File: src/rtl/frame_pixel_unpacker.sv
// frame_pixel_unpacker: pops FWFT FIFO words and issues one pixel per pix_req, keeping frame alignment.
// Optional FPU_PIX_COORD_EN adds registered pix_x/pix_y outputs aligned with pix_vld.
module frame_pixel_unpacker #(
    parameter int              WORD_W   = 32,
    parameter int              PIX_W    = 16,
    parameter int              H_ACTIVE = 640,
    parameter int              V_ACTIVE = 480,
    parameter logic [PIX_W-1:0] FILL_PIX = '0
) (
    input  logic              rd_clk,
    input  logic              rd_rst,
    input  logic [WORD_W-1:0] fifo_data,
    input  logic              fifo_vld,
    output logic              fifo_en,
    input  logic              frame_start,
    input  logic              pix_req,
    output logic [PIX_W-1:0]  pix_data,
    output logic              pix_vld,
    output logic              underflow,
    output logic              resync,
    output logic              frame_done
`ifdef FPU_PIX_COORD_EN
    ,
    output logic [$clog2(H_ACTIVE)-1:0] pix_x,
    output logic [$clog2(V_ACTIVE)-1:0] pix_y
`endif
);
    localparam int PPW  = WORD_W / PIX_W;
    localparam int NPIX = H_ACTIVE * V_ACTIVE;
    localparam int WPF  = NPIX / PPW;
    localparam int SW   = PPW > 1 ? $clog2(PPW) : 1;
    localparam int PW   = NPIX > 1 ? $clog2(NPIX) : 1;
    localparam int CW   = $clog2(WPF + 1);
    localparam logic [SW-1:0] SEL_LAST = SW'(PPW - 1);
    localparam logic [PW-1:0] PIX_LAST = PW'(NPIX - 1);
    localparam logic [CW-1:0] WPF_C    = CW'(WPF);

    typedef enum logic [1:0] {IDLE, RUN, FLUSH} state_t;

    state_t            state_q, state_d;
    logic [WORD_W-1:0] wbuf_q, wbuf_d;
    logic              buf_v_q, buf_v_d;
    logic [SW-1:0]     sel_q, sel_d;
    logic [PW-1:0]     pcnt_q, pcnt_d;
    logic [CW-1:0]     wcnt_q, wcnt_d;
    logic [CW-1:0]     debt_q, debt_d;
    logic              start_pend_q, start_pend_d;
    logic [PIX_W-1:0]  pix_data_q, pix_data_d;
    logic              pix_vld_q, pix_vld_d;
    logic              underflow_q, underflow_d;
    logic              resync_q, resync_d;
    logic              frame_done_q, frame_done_d;
    logic              can_pop, init, active;

    always_comb begin
        state_d      = state_q;
        wbuf_d       = wbuf_q;
        buf_v_d      = buf_v_q;
        sel_d        = sel_q;
        pcnt_d       = pcnt_q;
        wcnt_d       = wcnt_q;
        debt_d       = debt_q;
        start_pend_d = start_pend_q;
        underflow_d  = underflow_q;
        pix_data_d   = FILL_PIX;
        pix_vld_d    = pix_req;
        resync_d     = 1'b0;
        frame_done_d = 1'b0;
        fifo_en      = 1'b0;
        init         = 1'b0;
        active       = 1'b0;
        can_pop      = fifo_vld && (wcnt_q != WPF_C);
        case (state_q)
            IDLE: init = frame_start;
            RUN: begin
                if (frame_start && !(pix_req && pcnt_q == PIX_LAST)) begin
                    resync_d     = 1'b1;
                    start_pend_d = 1'b1;
                    buf_v_d      = 1'b0;
                    state_d      = FLUSH;
                end else begin
                    // Late words for slots already filled with FILL_PIX are discarded first
                    if (debt_q != '0 && can_pop) begin
                        fifo_en = 1'b1;
                        debt_d  = debt_q - 1'b1;
                    end
                    if (pix_req) begin
                        active = 1'b1;
                        if (buf_v_q) begin
                            pix_data_d = wbuf_q[sel_q*PIX_W +: PIX_W];
                            buf_v_d    = (sel_q != SEL_LAST);
                        end else if (sel_q == '0 && can_pop && debt_q == '0) begin
                            fifo_en    = 1'b1;
                            wbuf_d     = fifo_data;
                            buf_v_d    = PPW > 1;
                            pix_data_d = fifo_data[PIX_W-1:0];
                        end else begin
                            underflow_d = 1'b1;
                            debt_d      = (sel_q == '0) ? debt_d + 1'b1 : debt_d;
                        end
                        sel_d  = (sel_q == SEL_LAST) ? '0 : sel_q + 1'b1;
                        pcnt_d = (pcnt_q == PIX_LAST) ? pcnt_q : pcnt_q + 1'b1;
                    end else if (!buf_v_q && sel_q == '0 && debt_q == '0 && can_pop) begin
                        fifo_en = 1'b1;
                        wbuf_d  = fifo_data;
                        buf_v_d = 1'b1;
                    end
                    wcnt_d = wcnt_q + CW'(fifo_en);
                    if (pix_req && pcnt_q == PIX_LAST) begin
                        frame_done_d = 1'b1;
                        start_pend_d = frame_start;
                        init         = frame_start && (wcnt_d == WPF_C);
                        state_d      = (wcnt_d == WPF_C) ? IDLE : FLUSH;
                    end
                end
            end
            default: begin
                fifo_en      = can_pop;
                wcnt_d       = wcnt_q + CW'(fifo_en);
                start_pend_d = start_pend_q || frame_start;
                init         = (wcnt_d == WPF_C) && start_pend_d;
                state_d      = (wcnt_d == WPF_C) ? IDLE : FLUSH;
            end
        endcase
        if (init) begin
            state_d      = RUN;
            pcnt_d       = '0;
            wcnt_d       = '0;
            debt_d       = '0;
            sel_d        = '0;
            buf_v_d      = 1'b0;
            underflow_d  = 1'b0;
            start_pend_d = 1'b0;
        end
    end

    always_ff @(posedge rd_clk or posedge rd_rst) begin
        if (rd_rst) begin
            state_q      <= IDLE;
            wbuf_q       <= '0;
            buf_v_q      <= 1'b0;
            sel_q        <= '0;
            pcnt_q       <= '0;
            wcnt_q       <= '0;
            debt_q       <= '0;
            start_pend_q <= 1'b0;
            pix_data_q   <= '0;
            pix_vld_q    <= 1'b0;
            underflow_q  <= 1'b0;
            resync_q     <= 1'b0;
            frame_done_q <= 1'b0;
        end else begin
            state_q      <= state_d;
            wbuf_q       <= wbuf_d;
            buf_v_q      <= buf_v_d;
            sel_q        <= sel_d;
            pcnt_q       <= pcnt_d;
            wcnt_q       <= wcnt_d;
            debt_q       <= debt_d;
            start_pend_q <= start_pend_d;
            pix_data_q   <= pix_data_d;
            pix_vld_q    <= pix_vld_d;
            underflow_q  <= underflow_d;
            resync_q     <= resync_d;
            frame_done_q <= frame_done_d;
        end
    end

    assign pix_data   = pix_data_q;
    assign pix_vld    = pix_vld_q;
    assign underflow  = underflow_q;
    assign resync     = resync_q;
    assign frame_done = frame_done_q;

`ifdef FPU_PIX_COORD_EN
    localparam int XW = $clog2(H_ACTIVE);
    localparam int YW = $clog2(V_ACTIVE);
    localparam logic [XW-1:0] X_LAST = XW'(H_ACTIVE - 1);

    logic [XW-1:0] xc_q, xc_d, pix_x_q, pix_x_d;
    logic [YW-1:0] yc_q, yc_d, pix_y_q, pix_y_d;

    // x/y shadow pcnt so no divider is needed
    always_comb begin
        xc_d    = xc_q;
        yc_d    = yc_q;
        pix_x_d = '0;
        pix_y_d = '0;
        if (active) begin
            pix_x_d = xc_q;
            pix_y_d = yc_q;
            xc_d    = (xc_q == X_LAST) ? '0 : xc_q + 1'b1;
            yc_d    = (xc_q == X_LAST) ? yc_q + 1'b1 : yc_q;
        end
        if (init) begin
            xc_d = '0;
            yc_d = '0;
        end
    end

    always_ff @(posedge rd_clk or posedge rd_rst) begin
        if (rd_rst) begin
            xc_q    <= '0;
            yc_q    <= '0;
            pix_x_q <= '0;
            pix_y_q <= '0;
        end else begin
            xc_q    <= xc_d;
            yc_q    <= yc_d;
            pix_x_q <= pix_x_d;
            pix_y_q <= pix_y_d;
        end
    end

    assign pix_x = pix_x_q;
    assign pix_y = pix_y_q;
`endif
endmodule

File: config.mk
export PLATFORM = sky130hd
export DESIGN_NAME = frame_pixel_unpacker
export DESIGN_NICKNAME = d
export VERILOG_FILES = /design/src/rtl/frame_pixel_unpacker.sv
export SDC_FILE = /design/constraint.sdc
export NUM_CORES = 1
export LEC_CHECK = 0
export BUFFER_PORTS_ARGS = -buffer_cell sky130_fd_sc_hd__buf_2
export CAP_MARGIN = 20
export CORE_ASPECT_RATIO = 0.8
export CORE_MARGIN = 5
export CORE_UTILIZATION = 25
export DETAILED_ROUTE_END_ITERATION = 6
export GPL_ROUTABILITY_DRIVEN = 0
export PLACE_DENSITY = 0.4
export SYNTH_ARGS = -nofsm -noshare
export SYNTH_HDL_FRONTEND = slang
export SYNTH_SLANG_ARGS = --single-unit
File: constraint.sdc
create_clock -name rd_clk -period 12.55 [get_ports rd_clk]
set_clock_uncertainty 0.1 [all_clocks]
set_input_delay 2.51 -clock rd_clk [delete_from_list [all_inputs] [get_ports rd_clk]]
set_output_delay 2.51 -clock rd_clk [all_outputs]
set_load 0.05 [all_outputs]
* Word-level counts from Yosys, hierarchy flattened *
Cells that the tools add are included.

word-level totals
  register bits after elaboration = 112
  output and inout bits = 21

cells by class
  shift-type cells = 1
  reduce and logical (&&, ||, !) cells = 29
  bitwise operators = 2
  mux-type cells = 72
  equal/unequal tests = 14
  add/sub/neg operators = 6

operators with widths
  operator                                             number
  2-to-1 mux 18 bit                                    12
  2-to-1 mux 32 bit                                    4
  2-to-1 mux 19 bit                                    5
  2-to-1 mux 16 bit                                    5
  adder 18 x 1 -> 18 bit                               2
  equality test 18 bit (second input constant)         2
  2-to-1 mux 1 bit                                     36
  case mux 18 bit (2 select lines)                     1
  variable part select 32 x 6 -> 16 bit                1
  adder 19 x 1 -> 19 bit (second input constant)       1
  equality test 19 bit (second input constant)         1
  adder 18 x 1 -> 18 bit (second input constant)       1
  zero test 18 bit                                     1
  != test 18 bit (second input constant)               1
  nonzero test 18 bit                                  1
  subtractor 18 x 1 -> 18 bit (second input constant)  1
  != test 2 bit (second input constant)                6
  logical AND 1 bit                                    11
  2-to-1 mux 2 bit                                     5
  AND reduction 5 bit                                  2
  AND reduction 2 bit                                  4
  case mux 1 bit (2 select lines)                      3
  nonzero test 2 bit                                   3
  != test 4 bit (second input constant)                1
  other kinds (12)                                     14

* Longest topological paths before layout *
Gate-level depths: netlist of run 1.

  depth after elaboration = 17
  depth in mapped cells = 20
  depth with buffers taken out = 16

* Worst setup path after synthesis of run 1 *
No wires, ideal clock.

  kind = input to register
  from = input fifo_vld
  to = register debt_q[7]
  cell stages on the path = 17
  arrival = 6134 ps
  setup slack = 6183 ps
  path buffers = 5
  cell sequence = a21bo_1 -> buf_6 -> clkbuf_1 -> a21oi_1 -> ha_1 -> ha_1 -> inv_1 -> or4_1 -> o21a_1 -> a211oi_1 -> nand4b_1 -> o21ai_1 -> and2_0 -> clkbuf_1 -> clkbuf_1 -> buf_1 -> nor2_1

between the ends
  cells in the longest elaborated chain, start to end = 16
  elaborated cells between the ends (all ways) = 35

RTL lines
  item                                                                  RTL line  text
  start, declared                                                       13        input logic fifo_vld,
  logical AND 1 bit (*)                                                 72        can_pop = fifo_vld && (wcnt_q != WPF_C);
  logical AND 1 bit (on tied branches)                                  83, 92
  2-to-1 mux 1 bit / logical AND 1 bit (equally long branches)          83, 92
  2-to-1 mux 1 bit                                                      92        end else if (sel_q == '0 && can_pop && debt_q == '0) begin
  2-to-1 mux 1 bit                                                      89        if (buf_v_q) begin
  2-to-1 mux 1 bit                                                      87        if (pix_req) begin
  2-to-1 mux 1 bit                                                      76        if (frame_start && !(pix_req && pcnt_q == PIX_LAST)) begin
  2-to-1 mux 1 bit                                                      73        case (state_q)
  adder 18 x 1 -> 18 bit                                                108       wcnt_d = wcnt_q + CW'(fifo_en);
  equality test 18 bit                                                  112       init = frame_start && (wcnt_d == WPF_C);
  logical AND 1 bit                                                     112
  2-to-1 mux 1 bit                                                      109       if (pix_req && pcnt_q == PIX_LAST) begin
  2-to-1 mux 1 bit                                                      76
  case mux 1 bit (2 select lines)                                       73
  != test 2 bit (no line) / nonzero test 2 bit (equally long branches)  --
  AND reduction 2 bit (no line)                                         --
  end signal, assigned                                                  159       debt_q <= debt_d;
  end, declared                                                         46        logic [CW-1:0] debt_q, debt_d;

Every way passes the cells marked *; elsewhere a longest branch is shown, timed or not. The select of a mux whose other input is x is not followed.
A chain may end at the register's enable or synchronous reset.

* Worst setup path in the final report of run 1 *
  from = input fifo_vld
  to = register wcnt_q[2]

between the ends
  cells in the longest elaborated chain, start to end = 16
  elaborated cells between the ends (all ways) = 27

RTL lines
  item                                                             RTL line  text
  logical AND 1 bit (*)                                            72
  logical AND 1 bit (on tied branches)                             83, 92
  2-to-1 mux 1 bit / logical AND 1 bit (equally long branches)     83, 92
  2-to-1 mux 1 bit                                                 92
  2-to-1 mux 1 bit                                                 89
  2-to-1 mux 1 bit                                                 87
  2-to-1 mux 1 bit                                                 76
  2-to-1 mux 1 bit                                                 73
  adder 18 x 1 -> 18 bit                                           108
  equality test 18 bit                                             112
  logical AND 1 bit                                                112
  2-to-1 mux 1 bit                                                 109
  2-to-1 mux 1 bit                                                 76
  case mux 1 bit (2 select lines)                                  73
  != test 3 bit (no line) / != test 2 bit (equally long branches)  --
  AND reduction 2 bit (no line)                                    --
  end signal, assigned                                             158       wcnt_q <= wcnt_d;
  end, declared                                                    45        logic [CW-1:0] wcnt_q, wcnt_d;

Marked as above.

==> reports/summary.md, run 1 <==
## Synthesis
• 77 — Distinct cells, synth
• 924 — Synthesized Nets
• 1.61% — multiplexer share of the synthesized area
• 100% — fraction of registers with async set/reset
• 5.07% — post-synthesis share of cell area spent on xor and xnor gates
• 0.00708 sq mm — synthesized cell area
• 17.0% — synthesized-area fraction occupied by ao, oa, aoi and oai cells
• 39.6% — share of the yosys chip area belonging to registers
• 112 — number of register bits inferred by synthesis
• 8.05 sq um — Post-Syn Area per Cell
• sky130_fd_sc_hd__dfrtp_1 — leading area contributor after synthesis
• sky130_fd_sc_hd__dfrtp_1 — Primary FF master, synth
• 1.41% — synthesized-area fraction occupied by adder cells
• 0 — EDFF count, synth
• 39.6% — portion of synthesized cell area occupied by the leading cell type
• 879 — instance count of the mapped netlist
• 30.9% — fraction of the mapped netlist area in simple logic gates
• sky130_fd_sc_hd__nand2_1 (198), sky130_fd_sc_hd__dfrtp_1 (112), sky130_fd_sc_hd__nor2_1 (77) — synth cell count leaders
• 0 — warning count from the yosys run
• sky130_fd_sc_hd__nand2_1 — leading cell type by number of instances after synthesis
• sky130_fd_sc_hd__dfrtp_1 (40%), sky130_fd_sc_hd__nand2_1 (11%), sky130_fd_sc_hd__nor2_1 (4.1%) — cell types occupying the most area after synthesis
• simple AND/OR/NAND/NOR gates — dominant combinational cell family by area after synthesis

## Clock network
• 0 — post-CTS setup buffer count
• 112 — clock sink count
• 0 — CTS resizes
• 3 — H-tree levels
• 0.37 ns — insertion delay of the later-clocked pin in the worst-skew pair
• 0 — total of hold buffers inserted after clock tree synthesis
• 2 — Max Buffers Root-to-Sink
• 0.08 ns — clk slew on worst S/H paths
• sky130_fd_sc_hd__clkbuf_16 — root buffer cell
• 9 — number of buffers inserted during clock tree synthesis
• built — CTS tree

## Critical path
• 2 — Crit path buffers/inverters
• input pin to flip-flop — Crit Path Category
• 0.71 ns — Crit path largest cell delay
• wcnt_q[2] — capture point of the worst reg-to-reg path
• 14 — worst r2r path cells
• 6.22 ns — FF-to-FF setup slack
• simple AND/OR/NAND/NOR gates — gate family responsible for the most delay along the worst path
• 7.52 ns — endpoint arrival time on the critical path
• input pin — critical path startpoint category
• wcnt_q[9] — worst flop-to-flop path startpoint
• 12.71 ns — data required time at the worst endpoint
• buf_2 > a21bo_1 > clkinv_1 > ha_1 > ha_1 > or4_1 > a21oi_1 > o21ai_0 > nor4_1 > a31o_2 > and2_1 > nor2_1 > a22o_1 — cells along the critical path
• sky130_fd_sc_hd__and2_1 — Critical Path Slowest Stage Cell
• flip-flop — kind of end point of the critical path
• sky130_fd_sc_hd__ha_1 — library cell appearing most often on the critical path
• 19 — worst-path fanout max

## STA
• 5.20 ns — PnR worst setup slack
• 0 — hold violation total from the final report
• 7.35 ns — Period minus WS final
• 0 ns — sum of negative setup slack
• 32.6% — slew margin rel.
• 0 — Final setup violation count
• 136 MHz — fmax
• no — setup repair after global routing missed its margin
• 58.6% — share of the cycle needed by the critical path after routing
• 1.01 ns — worst slew pin tran
• 0 — max-slew violation count

## Hold path
• flip-flop to flip-flop — class of the worst hold path
• 2 — Worst Hold Depth
• wbuf_q[4] — end point of the most critical hold path
• wbuf_q[4] — Hold Path Origin

## Routing
• 5 — DR pass1 iterations
• 16.8 um — average wire per cell in the routed design
• 0 — Post-route DRC
• 4.97 — vias per inst
• 475 — 1st-iter DRT viols
• 6322 — total via count after detailed routing
• 21400 um — sum of routed wire length over all layers
• 0 — antenna-violating nets left

## Layout
• 3052 — fill cell total of the finished layout
• 942 — Net count, final
• 0.00793 sq mm — final cell area excluding filler cells
• 12.1% — area growth from synthesis to layout
• 11.4% — layout cell share with drive strength beyond 1
• 0 — Ant. Diodes
• 28.2% — end-of-flow core utilization

## Global routing
• 6262 — vias in the first global route
• 70 — pin count of the biggest net entering global routing
• 0 — final global-route overflow total
• 35300 um — global-route wire length before repair
• 1 — initial antenna violation count
• 13.7% — total routing usage reported by global routing

## Die
• 0.0281 sq mm — core region area
• 198 um — die width
• 58 — I/O Pins
• 0.0318 sq mm — die area
• 55 — Site Rows
• 160 um — die height
• 25.2% — effective utilization at floorplan

## Power
• 238 mW/mm^2 — total power density per cell area
• 1.89 mW — Power Total
• 3.41 nW — leakage power
• 0.000102 V — largest voltage drop on the vdd net

## Placed design
• 4.84 ns — placement-stage worst setup slack
• 14700 um — hpwl dp
• 57 — I/O Buffers
• 0.00764 sq mm — area after detailed placement

## Status
• finished clean — run status

## Run
• 0 — Maximum Capacitance Violations

[where the power goes]
| group | internal (mW) | switching, mW |
|---|---|---|
| combinational | 0.371 | 0.692 |
| sequential | 0.444 | 0.0901 |
| clock | 0.140 | 0.153 |
[cell type report]
class	instances	area [sq um]	area share (%)
Timing Repair Buffer	66	353	4.45
Sequential cell	112	2800	35.3
Clock buffer	9	225	2.84
Tap cell	370	463	5.84
Inverter	16	62.6	0.789
Clock inverter	7	61.3	0.773
Multi-Input combinational cell	692	3960	50.0
[registers in the layout (all words and copies together), names as in the netlist, 2 cells and up]
signal / flops
pix_data: 16
debt_q: 18
wbuf_q: 32
wcnt_q: 18
pcnt_q: 19
state_q: 2
[cell usage in the layout, fill, tap and decap left out, types with 8 or more instances in the layout]
cell and instances:
sky130_fd_sc_hd__nand2_1 198, sky130_fd_sc_hd__dfrtp_1 112, sky130_fd_sc_hd__nor2_1 77, sky130_fd_sc_hd__buf_2 57, sky130_fd_sc_hd__o21ai_0 50, sky130_fd_sc_hd__a21oi_1 34, sky130_fd_sc_hd__nand3_1 30, sky130_fd_sc_hd__xnor2_1 27
sky130_fd_sc_hd__nor4_1 24, sky130_fd_sc_hd__nor3_1 24, sky130_fd_sc_hd__a22oi_1 16, sky130_fd_sc_hd__nand4_1 15, sky130_fd_sc_hd__xor2_1 14, sky130_fd_sc_hd__or3_1 14, sky130_fd_sc_hd__inv_1 13, sky130_fd_sc_hd__a22o_1 13
sky130_fd_sc_hd__or4_1 10, sky130_fd_sc_hd__and3_1 9, sky130_fd_sc_hd__a21o_1 9, sky130_fd_sc_hd__clkbuf_16 9, sky130_fd_sc_hd__buf_4 9, sky130_fd_sc_hd__and2_1 8, sky130_fd_sc_hd__mux2i_1 8, sky130_fd_sc_hd__ha_1 8
[cell families after synthesis]
group                    count (synthesis)
multiplexers                            11
adder cells (fa/ha/maj)                  8
flip-flops                             112
AO/OA/AOI/OAI                          180
AND/OR/NAND/NOR                        452
buffers and inverters                   75
XOR/XNOR                                41
[stage by stage]
step	instances	hold slack, ns
3_3_place_gp	1256	0.353
4_1_cts	1272	0.374
3_5_place_dp	1256	0.356
2_1_floorplan	879	0.339
6_report	1272	0.371
5_1_grt	1272	0.395
[metal layers]
metal / GRT usage (%) / part of all wire (%)
met1: 21.0 / 52
met2: 20.2 / 43
met3: 2.71 / 3.8
met4: 2.28 / 0.90
met5: 0 / 0.033
[tightest hold or removal path: stages, from the launching register on]
cell	delay, ns
sky130_fd_sc_hd__dfrtp_1	0.35
sky130_fd_sc_hd__nand2_1	0.05
sky130_fd_sc_hd__nand2_1	0.05
[worst max-delay path by stage]
stage / startpoint / depth (start not counted) / endpoint / slack (ns)
CTS: fifo_vld / 13 / wcnt_q[2] / 5.25
global placement: fifo_vld / 13 / wcnt_q[2] / 5.00
floorplan: fifo_vld / 17 / debt_q[7] / 6.18
global route: fifo_vld / 13 / wcnt_q[2] / 4.79
detailed placement: fifo_vld / 13 / wcnt_q[2] / 4.84
finish: fifo_vld / 13 / wcnt_q[2] / 5.20
(Power assumes the default switching activity.)
==> inputs of run 2 (changes only) <==
- PLACE_DENSITY: 0.4 -> 0.41
- clock period: 12.55 -> 6.4 ns (I/O delays scaled with it)
==> reports/summary.md, run 2 (synthesis results as in run 1) <==
## STA
• 83.8% — share of the cycle needed by the critical path after routing
• no — setup repair after global routing missed its margin
• 5.37 ns — Period minus WS final
• 35.6% — slew margin rel.
• 0 — max-slew violation count
• 0.964 ns — worst slew pin tran
• 0 ns — sum of negative setup slack
• 0 — hold violation total from the final report
• 0 — Final setup violation count
• 186 MHz — fmax
• 1.03 ns — PnR worst setup slack

## Critical path
• input pin — critical path startpoint category
• 16 — worst r2r path cells
• 5.53 ns — endpoint arrival time on the critical path
• input pin to flip-flop — Crit Path Category
• wcnt_q[4] — worst flop-to-flop path startpoint
• wcnt_q[14] — capture point of the worst reg-to-reg path
• 40 — worst-path fanout max
• flip-flop — kind of end point of the critical path
• 6.56 ns — data required time at the worst endpoint
• 1.06 ns — FF-to-FF setup slack

## Routing
• 0 — Post-route DRC
• 0 — antenna-violating nets left
• 16.9 um — average wire per cell in the routed design
• 6414 — total via count after detailed routing
• 5 — DR pass1 iterations
• 21600 um — sum of routed wire length over all layers
• 5.01 — vias per inst
• 464 — 1st-iter DRT viols

## Die
• 58 — I/O Pins
• 25.2% — effective utilization at floorplan
• 0.0318 sq mm — die area
• 160 um — die height
• 0.0281 sq mm — core region area
• 198 um — die width
• 55 — Site Rows

## Layout
• 12.2% — layout cell share with drive strength beyond 1
• wbuf_q — register with the highest flop count
• 13.5% — area growth from synthesis to layout
• sky130_fd_sc_hd__nand2_1 (198), sky130_fd_sc_hd__dfrtp_1 (112), sky130_fd_sc_hd__nor2_1 (77) — most used cells in the layout excluding fill and tap cells
• 32 — max reg flops
• 0.00396 sq mm — area of the multi-input gates
• sky130_fd_sc_hd__nand2_1 — most frequent standard cell in the layout excluding fill and tap cells
• 950 — Net count, final
• 1280 — number of standard cells in the layout, taps in and fillers out
• wbuf_q: 32 flops, pcnt_q: 19 flops — largest registers ranked by flip-flop count
• 0 — Ant. Diodes
• 3044 — fill cell total of the finished layout
• 0.00280 sq mm — Register Area

## Power
• 473 mW/mm^2 — total power density per cell area
• 0.000235 V — largest voltage drop on the vdd net
• 3.47 nW — leakage power

## Placed design
• 1264 — Placed Instances
• 57 — I/O Buffers
• 14700 um — hpwl dp
• 0.684 ns — placement-stage worst setup slack

## Hold path
• wbuf_q[14] — end point of the most critical hold path
• wbuf_q[14] — Hold Path Origin
• flip-flop to flip-flop — class of the worst hold path
• 2 — Worst Hold Depth

## Clock network
• 112 — clock sink count
• built — CTS tree
• 0.37 ns — insertion delay of the later-clocked pin in the worst-skew pair
• 2 — Max Buffers Root-to-Sink
• 0.08 ns — clk slew on worst S/H paths
• 0 — total of hold buffers inserted after clock tree synthesis
• 3 — H-tree levels
• sky130_fd_sc_hd__clkbuf_16 — root buffer cell
• 0 — post-CTS setup buffer count
• 0 — CTS resizes
• 9 — number of buffers inserted during clock tree synthesis

## Global routing
• 13.9% — total routing usage reported by global routing
• 35800 um — global-route wire length before repair
• 66 — pin count of the biggest net entering global routing
• 0 — final global-route overflow total
• 0 — initial antenna violation count
• 6369 — vias in the first global route

## Status
• finished clean — run status

## Run
• 0 — Maximum Capacitance Violations

## run 2: changes by cell type in the layout (fill, tap and decap cells not counted)
cell	before	now
sky130_fd_sc_hd__buf_4	9	17
sky130_fd_sc_hd__bufinv_16	0	1
sky130_fd_sc_hd__clkinv_4	1	0
sky130_fd_sc_hd__clkinv_8	0	2
sky130_fd_sc_hd__clkinvlp_4	1	0
sky130_fd_sc_hd__inv_6	2	0
sky130_fd_sc_hd__inv_8	2	3
## run 2: layer usage
| layer | vias up | wire length, um | global-route usage (%) | part of all wire, % |
|---|---|---|---|---|
| li1 | 3162 | - | - | - |
| met1 | 3099 | 11200 | 20.7 | 52 |
| met2 | 135 | 9270 | 20.7 | 43 |
| met3 | 18 | 994 | 2.96 | 4.6 |
| met4 | 0 | 210 | 2.75 | 0.97 |
| met5 | - | 0 | 0 | 0 |
## run 2: area by class of cell
class | count | share of cell area (%)
Clock buffer | 9 | 2.80
Clock inverter | 7 | 1.26
Inverter | 16 | 0.779
Multi-Input combinational cell | 692 | 49.3
Sequential cell | 112 | 34.9
Tap cell | 370 | 5.77
Timing Repair Buffer | 74 | 5.14
## run 2: power breakdown
part           total [mW]  leakage (nW)  internal, mW  switching (mW)
combinational        2.11          1.80         0.737            1.38
clock               0.636         0.161         0.319           0.317
sequential           1.05          1.51         0.870           0.176
total                3.80          3.47          1.93            1.87
## run 2: through the flow
step,area (sq um),total power [mW],hold WS [ns],utilization [%]
after floorplan,7080,2.66,0.339,-
after global placement,7700,3.18,0.351,27.4
after detailed placement,7700,3.17,0.355,27.4
after CTS,8030,3.83,0.376,28.6
after global routing,8030,4.15,0.398,28.6
final,8030,3.80,0.370,28.6
## run 2: critical path: stages
cell	delay, ns
sky130_fd_sc_hd__buf_2	0.10
sky130_fd_sc_hd__a21bo_1	0.43
sky130_fd_sc_hd__a21oi_1	0.30
sky130_fd_sc_hd__ha_1	0.31
sky130_fd_sc_hd__ha_1	0.33
sky130_fd_sc_hd__inv_1	0.08
sky130_fd_sc_hd__or4_1	0.59
sky130_fd_sc_hd__o21a_1	0.21
sky130_fd_sc_hd__a211oi_1	0.24
sky130_fd_sc_hd__nand4b_1	0.16
sky130_fd_sc_hd__o21ai_1	0.43
sky130_fd_sc_hd__and2_1	0.21
sky130_fd_sc_hd__buf_4	0.47
sky130_fd_sc_hd__o21ai_0	0.17
sky130_fd_sc_hd__a22o_1	0.20
## run 2: worst max path at each step
| stage | from | end | slack (ns) | depth (start not counted) |
|---|---|---|---|---|
| 2_1_floorplan | fifo_vld | debt_q[7] | 1.26 | 17 |
| 3_3_place_gp | fifo_vld | wcnt_q[14] | 0.80 | 15 |
| 3_5_place_dp | fifo_vld | wcnt_q[14] | 0.68 | 15 |
| 4_1_cts | fifo_vld | wcnt_q[14] | 1.05 | 15 |
| 5_1_grt | wcnt_q[4] | wcnt_q[14] | 0.55 | 16 |
| 6_report | fifo_vld | wcnt_q[14] | 1.03 | 15 |
==> inputs of run 3 (changes only) <==
- ABC_AREA: not set -> 1
- clock period: 6.4 -> 4.7 ns (I/O delays scaled with it)
==> reports/summary.md, run 3 <==
## STA
• 0 ns — sum of negative setup slack
• 88.5% — share of the cycle needed by the critical path after routing
• 4.16 ns — Period minus WS final
• 0 — hold violation total from the final report
• no — setup repair after global routing missed its margin
• 0 — max-slew violation count
• 0.901 ns — worst slew pin tran
• 240 MHz — fmax
• 39.9% — slew margin rel.
• 0 — Final setup violation count

## Critical path
• 0.46 ns — Crit path largest cell delay
• 3 — Crit path buffers/inverters
• 4.84 ns — data required time at the worst endpoint
• sky130_fd_sc_hd__dfrtp_1 — Critical Path Slowest Stage Cell
• nor2_1 > nand2_1 > nor2_1 > nand3_4 > nor3_1 > nor2_1 > inv_1 > ha_1 > ha_1 > inv_1 > nor2_1 > nand2_2 > nor2_1 > nand2_1 > nand2_1 > nand3_1 > nor2_1 > nand3_1 > nand2_2 > nand3_4 > nand2_4 > inv_2 > nand2_1 > o21ai_0 — cells along the critical path
• flip-flop — kind of end point of the critical path
• sky130_fd_sc_hd__nor2_1 — library cell appearing most often on the critical path
• simple AND/OR/NAND/NOR gates — gate family responsible for the most delay along the worst path
• 4.30 ns — endpoint arrival time on the critical path
• 19 — worst-path fanout max
• flip-flop — critical path startpoint category
• flip-flop to flip-flop — Crit Path Category

## Clock network
• 0.09 ns — clk slew on worst S/H paths
• 2 — Max Buffers Root-to-Sink
• 0.37 ns — insertion delay of the later-clocked pin in the worst-skew pair
• 9 — number of buffers inserted during clock tree synthesis
• 0 — post-CTS setup buffer count
• 3 — H-tree levels
• 112 — clock sink count
• built — CTS tree
• sky130_fd_sc_hd__clkbuf_16 — root buffer cell

## Global routing
• 0 — final global-route overflow total
• 13.9% — total routing usage reported by global routing
• 2 — initial antenna violation count
• 38100 um — global-route wire length before repair
• 60 — pin count of the biggest net entering global routing
• 6809 — vias in the first global route

## Synthesis
• sky130_fd_sc_hd__nand2_1 — leading cell type by number of instances after synthesis
• 100% — fraction of registers with async set/reset
• sky130_fd_sc_hd__dfrtp_1 — leading area contributor after synthesis
• sky130_fd_sc_hd__dfrtp_1 (37%), sky130_fd_sc_hd__nand2_1 (15%), sky130_fd_sc_hd__nor2_1 (7.1%) — cell types occupying the most area after synthesis
• sky130_fd_sc_hd__nand2_1 (294), sky130_fd_sc_hd__nor2_1 (143), sky130_fd_sc_hd__dfrtp_1 (112) — synth cell count leaders
• 7.11 sq um — Post-Syn Area per Cell
• 1069 — instance count of the mapped netlist
• 0 — EDFF count, synth
• 1114 — Synthesized Nets
• 36.9% — share of the yosys chip area belonging to registers
• sky130_fd_sc_hd__dfrtp_1 — Primary FF master, synth
• 112 — number of register bits inferred by synthesis
• 37 — Distinct cells, synth
• 36.9% — portion of synthesized cell area occupied by the leading cell type
• 0 — warning count from the yosys run
• 0.00760 sq mm — synthesized cell area

## Die
• 166 um — die height
• 25.2% — effective utilization at floorplan
• 57 — Site Rows
• 0.0302 sq mm — core region area
• 58 — I/O Pins
• 205 um — die width
• 0.0340 sq mm — die area

## Layout
• 13.8% — area growth from synthesis to layout
• sky130_fd_sc_hd__nand2_1 (294), sky130_fd_sc_hd__nor2_1 (143), sky130_fd_sc_hd__dfrtp_1 (112) — most used cells in the layout excluding fill and tap cells
• 13.8% — layout cell share with drive strength beyond 1
• 3327 — fill cell total of the finished layout
• 1160 — Net count, final
• wbuf_q: 32 flops, pcnt_q: 19 flops — largest registers ranked by flip-flop count
• wbuf_q — register with the highest flop count
• sky130_fd_sc_hd__nand2_1 — most frequent standard cell in the layout excluding fill and tap cells
• 32 — max reg flops

## Status
• finished clean — run status

## Power
• 4.37 nW — leakage power
• 830 mW/mm^2 — total power density per cell area
• 7.18 mW — Power Total
• 0.000515 V — largest voltage drop on the vdd net

## Placed design
• 17000 um — hpwl dp
• 57 — I/O Buffers

## Routing
• 4.56 — vias per inst
• 23200 um — sum of routed wire length over all layers
• 15.1 um — average wire per cell in the routed design
• 454 — 1st-iter DRT viols
• 0 — Post-route DRC
• 5 — DR pass1 iterations
• 0 — antenna-violating nets left
• 7000 — total via count after detailed routing

## Hold path
• flip-flop to flip-flop — class of the worst hold path

## Run
• 0 — Maximum Capacitance Violations

run 3: what timing repair did:
action	4_1_cts	5_1_grt
setup endpoints to repair	0	48
gates resized for setup	0	4
hold buffers	0	0
run 3: cell type report:
| class | count | area [sq um] | area share, % |
|---|---|---|---|
| tap | 413 | 517 | 5.98 |
| inverter | 116 | 438 | 5.06 |
| clock inverter | 7 | 90.1 | 1.04 |
| sequential | 112 | 2800 | 32.4 |
| timing repair buffer | 71 | 390 | 4.51 |
| antenna | 1 | 2.50 | 0.0289 |
| clock buffer | 9 | 225 | 2.60 |
| multi-input combinational | 805 | 4180 | 48.4 |
run 3: logic make-up after synthesis:
family | after synthesis | share of synthesized area [%]
AO/OA/AOI/OAI | 107 | 7.74
XOR/XNOR | 55 | 6.54
adder cells (fa/ha/maj) | 8 | 1.32
buffers and inverters | 152 | 8.41
flip-flops | 112 | 36.9
multiplexers | 24 | 3.80
AND/OR/NAND/NOR | 611 | 35.3
run 3: stage by stage:
stage / util (%) / instance area, sq um / cells / setup WS, ns / hold slack (ns)
finish: 28.7 / 8650 / 1534 / 0.542 / 0.380
global route: 28.7 / 8650 / 1534 / 0.0441 / 0.412
CTS: 28.6 / 8620 / 1533 / 0.264 / 0.386
detailed placement: 27.5 / 8300 / 1517 / 0.280 / 0.364
global placement: 27.5 / 8300 / 1517 / 0.327 / 0.363
floorplan: - / 7600 / 1069 / 0.701 / 0.342
run 3: per-layer routing:
metal | up-vias | wire length (um) | track usage, %
met5 | - | 13 | 0
met4 | 2 | 180 | 2.30
met3 | 14 | 1330 | 3.46
met2 | 148 | 9300 | 19.4
met1 | 3290 | 12400 | 21.7
li1 | 3546 | - | -
run 3: power by group:
part | switching, mW | internal, mW
logic | 3.36 | 1.50
registers | 0.245 | 1.23
clock network | 0.450 | 0.389
total | 4.06 | 3.12
run 3: final timing paths:
| check | start | to | slack [ns] | depth (start not counted) |
|---|---|---|---|---|
| worst max-delay path | debt_q[10] | debt_q[5] | 0.54 | 24 |
| worst min-delay path | start_pend_q | start_pend_q | 0.38 | 2 |
| worst max register to register | debt_q[10] | debt_q[5] | 0.54 | 24 |
| worst min register to register | start_pend_q | start_pend_q | 0.38 | 2 |
| max in group asynchronous | rd_rst | wcnt_q[13] | 2.98 | 3 |
| min in group asynchronous | rd_rst | wbuf_q[30] | 0.61 | 2 |
run 3: tightest hold or removal path, delay by kind of cell, from the launching register on:
| family | cells | cell delay (ns) |
|---|---|---|
| and+or+nand+nor | 2 | 0.10 |
| DFF | 1 | 0.35 |
